## src/rtl/branch_predictor.sv

```systemverilog
// branch_predictor: direct-mapped BTB plus 2-bit PHT predictor with branch/miss statistics.
// Define BPU_GSHARE_EN to index the PHT with fetch index XOR global history (gshare).
module branch_predictor #(
    parameter int         ENTRIES  = 64,
    parameter int         GHR_BITS = 6,
    parameter logic [1:0] CNT_INIT = 2'b01,
    localparam int        IDX_W    = $clog2(ENTRIES)
) (
    input  logic             clk,
    input  logic             reset_n,
    input  logic [31:0]      fetch_pc_i,
    output logic             pred_taken_o,
    output logic [31:0]      pred_target_o,
    output logic [IDX_W-1:0] pred_idx_o,
    input  logic             upd_valid_i,
    input  logic [31:0]      upd_pc_i,
    input  logic [IDX_W-1:0] upd_idx_i,
    input  logic             upd_taken_i,
    input  logic [31:0]      upd_target_i,
    input  logic             upd_miss_i,
    output logic [31:0]      branch_cnt_o,
    output logic [31:0]      miss_cnt_o
);

    localparam int TAG_W = 30 - IDX_W;

    logic [ENTRIES-1:0] r_btbValid;
    logic [TAG_W-1:0]   r_btbTag    [ENTRIES];
    logic [31:0]        r_btbTarget [ENTRIES];
    logic [1:0]         r_pht       [ENTRIES];
    logic [31:0]        r_branchCnt;
    logic [31:0]        r_missCnt;

    logic [IDX_W-1:0]   w_fetchIdx;
    logic [IDX_W-1:0]   w_updPcIdx;
    logic [IDX_W-1:0]   w_predIdx;
    logic [TAG_W-1:0]   w_fetchTag;
    logic [TAG_W-1:0]   w_updTag;
    logic               w_hit;
    logic               w_predTaken;
    logic               w_unused;

    assign w_fetchIdx = fetch_pc_i[IDX_W+1:2];
    assign w_fetchTag = fetch_pc_i[31:IDX_W+2];
    assign w_updPcIdx = upd_pc_i[IDX_W+1:2];
    assign w_updTag   = upd_pc_i[31:IDX_W+2];
    assign w_unused   = ^{fetch_pc_i[1:0], upd_pc_i[1:0]};

`ifdef BPU_GSHARE_EN
    logic [GHR_BITS-1:0] r_ghr;

    // History is trained at resolution only; the cast keeps the low bits of the shifted vector.
    always_ff @(posedge clk) begin
        if (!reset_n) begin
            r_ghr <= '0;
        end else if (upd_valid_i) begin
            r_ghr <= GHR_BITS'({r_ghr, upd_taken_i});
        end
    end

    assign w_predIdx = w_fetchIdx ^ IDX_W'(r_ghr);
`else
    assign w_predIdx = w_fetchIdx;
`endif

    // Lookup reads pre-update state; no bypass from the update port.
    assign w_hit         = r_btbValid[w_fetchIdx] && (r_btbTag[w_fetchIdx] == w_fetchTag);
    assign w_predTaken   = w_hit && r_pht[w_predIdx][1];
    assign pred_taken_o  = w_predTaken;
    assign pred_target_o = w_predTaken ? r_btbTarget[w_fetchIdx] : fetch_pc_i + 32'd4;
    assign pred_idx_o    = w_predIdx;

    always_ff @(posedge clk) begin
        if (!reset_n) begin
            for (int i = 0; i < ENTRIES; i++) begin
                r_pht[i] <= CNT_INIT;
            end
        end else if (upd_valid_i) begin
            if (upd_taken_i && (r_pht[upd_idx_i] != 2'b11)) begin
                r_pht[upd_idx_i] <= r_pht[upd_idx_i] + 2'd1;
            end else if (!upd_taken_i && (r_pht[upd_idx_i] != 2'b00)) begin
                r_pht[upd_idx_i] <= r_pht[upd_idx_i] - 2'd1;
            end
        end
    end

    // Only the valid bits need clearing; tag and target are don't-care while invalid.
    always_ff @(posedge clk) begin
        if (!reset_n) begin
            r_btbValid <= '0;
        end else if (upd_valid_i && upd_taken_i) begin
            r_btbValid[w_updPcIdx]  <= 1'b1;
            r_btbTag[w_updPcIdx]    <= w_updTag;
            r_btbTarget[w_updPcIdx] <= upd_target_i;
        end
    end

    always_ff @(posedge clk) begin
        if (!reset_n) begin
            r_branchCnt <= '0;
            r_missCnt   <= '0;
        end else if (upd_valid_i) begin
            if (r_branchCnt != '1) begin
                r_branchCnt <= r_branchCnt + 32'd1;
            end
            if (upd_miss_i && (r_missCnt != '1)) begin
                r_missCnt <= r_missCnt + 32'd1;
            end
        end
    end

    assign branch_cnt_o = r_branchCnt;
    assign miss_cnt_o   = r_missCnt;

endmodule

```

## config.mk

```make
export PLATFORM = sky130hd
export DESIGN_NAME = branch_predictor
export DESIGN_NICKNAME = d
export VERILOG_FILES = /design/src/rtl/branch_predictor.sv
export SDC_FILE = /design/constraint.sdc
export NUM_CORES = 2
export LEC_CHECK = 0
export CORE_MARGIN = 3
export CORE_UTILIZATION = 56
export CTS_CLUSTER_SIZE = 12
export DETAILED_ROUTE_END_ITERATION = 12
export GPL_TIMING_DRIVEN = 1
export PLACE_DENSITY = 0.79
export SLEW_MARGIN = 20
export SYNTH_ARGS = -nofsm -noshare
export SYNTH_HDL_FRONTEND = slang
export SYNTH_SLANG_ARGS = --single-unit
export TNS_END_PERCENT = 10
```

## constraint.sdc

```tcl
create_clock -name clk -period 5.35 [get_ports clk]
set_clock_uncertainty 0.1 [all_clocks]
set_input_delay 0.8025 -clock clk [delete_from_list [all_inputs] [get_ports clk]]
set_output_delay 0.8025 -clock clk [all_outputs]
set_load 0.05 [all_outputs]
```

==> impl_metrics.csv <==
group,metric,value,unit
synthesis,async_reset_ff_frac,0,
pwr,p_int,47.9,mW
final_layout,area_growth,14.9,%
global_route,antenna_found_initial,42,
final_layout,final_cells,11300,
place,dpl.hpwl,248,mm
critical_path,critical_path_peak_fanout,5,
cts,postCtsHoldBufs,0,
place,dpl.cell_count,10700,
critical_path,crit_arrival,4820,ps
timing,rsz0062_at_grt,"true",
cts,cts_buffers,381,
synthesis,ys_warn_count,0,
global_route,grt_pass1_vias,83200,
synthesis,synthesis.nets,6887,
timing,tightest_slew,1200,ps
synthesis,synth_top_area_cell,"edfxtp_1",
detailed_routing,wl,494,mm
synthesis,muxShareOfSynthArea,0.174,
timing,finalHoldViolations,0,
synthesis,synth.area.top_cells,"edfxtp_1 (74%), mux4_2 (16%), dfxtp_1 (1.7%), mux2i_1 (0.77%), nand2_1 (0.51%)",
status,violations,"setup timing",
run,drv_cap,0,
cts,cts_sinks,3840,
synthesis,syn_area,0.150,mm^2
pwr,power_frac_comb,0.059,
cts,cts.clk_slew.worst_paths,60,ps
cts,clockRootBuffer,"clkbuf_16",
synthesis,yosysTopAreaCellShare,0.744,
cts,clk_path_buf_depth,4,
die,fp-row-count,189,
synthesis,post-synth-top-count-cell,"edfxtp_1",
synthesis,ys_seq_area_frac,0.761,
synthesis,synth_area_per_cell,22.1,um^2
detailed_routing,drt-initial-drc-count,17200,
pwr,p_per_area,358,mW/mm^2
critical_path,cp_data_required_time,4450,ps
synthesis,ys_ff_latch,3840,
synthesis,ys_types,92,
synthesis,synthTopCellsByCount,"edfxtp_1 (3712), mux4_2 (1067), nand2_1 (204)",
synthesis,synth-main-ff-cell,"edfxtp_1",
detailed_routing,vias,84600,
timing,finalSetupTns,-9830,ps
cts,insertion_delay,980,ps
timing,fin_ws,-377,ps
timing,post-route-period-util,1.07,
detailed_routing,wire_per_inst,43.8,um
critical_path,ff2ff_setup_slack,1410,ps
pwr,vdd_drop_max,337,uV
critical_path,worstSetupPathType,"reg2out",
hold_path,worstHoldPathCells,1,
synthesis,synth_top_family_by_area,"multiplexers",
detailed_routing,postRouteAntennaNets,0,
synthesis,synth-simple-area-share,0.0257,
die,dieArea,0.274,mm^2
timing,fmax,0.175,GHz
timing,drv_slew,0,
synthesis,synth_fa_ha_area_frac,0.000250,
critical_path,timing.rr.start,"r_pht[14][0]",
critical_path,ff2ff_path_depth,11,
cts,cts_tree,"yes",
global_route,grt_pass1_wl,667,mm
die,core_area,0.266,mm^2
pwr,clockPowerShare,0.405,
final_layout,finish.utilization,0.648,
synthesis,synth_compound_area_frac,0.0209,
pwr,seq_power_share,0.536,
die,die_height,523,um
die,initial_core_util,0.564,
critical_path,reg2reg_to,"r_pht[57][0]",
place,place_congestion,0.890,
final_layout,drive_above_1_share,0.304,
final_layout,final_area,0.172,mm^2
detailed_routing,firstDrtPassIters,7,
place,numPortBuffers,207,
timing,final-setup-viol-count,33,
critical_path,worst_setup_path_end_kind,"primary output",
die,num_io_pins,210,
timing,slew_headroom,0.203,
synthesis,synth_edf_count,3712,
global_route,overflow,0,
critical_path,start_kind,"flip-flop",
place,placement.setup.worst_slack,-400,ps
global_route,grt_use_total,0.356,
global_route,grt_max_degree,129,
pwr,switching_share,0.223,
die,die_w,523,um
detailed_routing,viasPerCell,7.51,
synthesis,syn_inst,6777,
hold_path,worst_hold_path_type,"in2reg",
final_layout,nNetsFinal,7628,
timing,hold_ws,169,ps
hold_path,whs_endpoint,"r_btbTag[8][21]",
final_layout,fillers,16000,
pwr,leakagePower,54.9,nW
pwr,power.switching,13.7,mW
synthesis,synth_xor_area_frac,0.00555,
detailed_routing,drc,0,
hold_path,min_from,"upd_pc_i[29]",
timing,fin_crit,5730,ps
cts,htreeDepth,5,
place,placed_area,0.160,mm^2
pwr,fin_total_pwr,61.7,mW
status,status,"finished, violations left",
worst max-delay path, cell delays in order, from the launching register on:
cell and delay, ps:
edfxtp_1 470, mux4_2 570, a22o_1 240, a211o_1 250, a311oi_2 310, xor2_1 350
buf_4 190, and3b_1 150, and4bb_2 250, nand4_4 90, buf_12 190, buf_12 160
mux2_4 390, buf_12 170
cell type report:
cell class,count,area (um^2),share of cell area
clock inverters,91,833,0.00484
diodes,24,60.1,0.000349
well taps,3533,4420,0.0257
inverters,18,77.6,0.000451
repair buffers,744,8020,0.0466
flip-flops and latches,3840,114000,0.662
multi-input cells,2533,34600,0.201
clock buffers,488,10200,0.0590
cell families (layout without fill, tap and decap cells):
| kind of cell | after synthesis | in the layout |
|---|---|---|
| AOI/OAI and AO/OA | 446 | 446 |
| DFF | 3840 | 3840 |
| adders and majority gates | 3 | 3 |
| xor gates and xnor gates | 95 | 95 |
| and+or+nand+nor | 741 | 741 |
| buffers and inverters | 404 | 1341 |
| other | 0 | 24 |
| muxes | 1248 | 1248 |
worst max path at each step:
stage                           startpoint                to  slack, ps  depth (start not counted)
final                     r_btbTag[18][23]  pred_target_o[3]       -380                         13
after floorplan              fetch_pc_i[2]  pred_target_o[2]        -70                         13
after global placement       fetch_pc_i[2]  pred_target_o[3]       -300                         16
after global routing       r_btbTag[17][2]  pred_target_o[3]       -340                         11
after CTS                  r_btbTag[24][2]  pred_target_o[3]       -140                         11
after detailed placement     fetch_pc_i[3]  pred_target_o[3]       -400                         15
sequential cells by signal, summed over array words and instances, names as in the netlist:
name	flops
r_btbTag	1536
branch_cnt_o	32
miss_cnt_o	32
r_pht	128
r_btbValid	64
r_btbTarget	2048
cells in the final DEF (no fill, tap or decap), types with 49 or more instances in the layout:
master and instances:
clkbuf_16 388, and2_1 60, buf_12 148, nor3_1 73
o21ai_0 94, dfxtp_1 128, clkbuf_1 90, clkdlybuf4s50_1 110
xnor2_1 60, nand2_1 204, buf_2 49, buf_4 389
nand3_1 70, edfxtp_1 3712, nor2_4 65, mux4_2 1067
a21o_1 67, mux2i_1 113, nor2_1 62
layer usage:
| layer | vias up | track usage | wire length (um) |
|---|---|---|---|
| met3 | 2239 | 0.109 | 74500 |
| met1 | 42900 | 0.438 | 147000 |
| met5 | - | 0 | 216 |
| met2 | 9402 | 0.548 | 232000 |
| li1 | 30000 | - | - |
| met4 | 28 | 0.239 | 40300 |
repair_timing:
action	CTS	global route
cloned	6	1
resized for setup	61	7
endpoints found under the setup margin	33	33
buffers inserted	8	0
pin swaps	9	7
power by group through the flow:
stage	registers, mW	logic, mW	clock network [mW]
finish	33.1	3.64	24.9
global placement	33.7	3.28	0
global route	33.1	3.72	25.9
detailed placement	33.7	3.38	0
floorplan	33.7	1.83	0
CTS	33.1	3.52	24.8
Note: power is estimated with default switching activity, not from simulation.
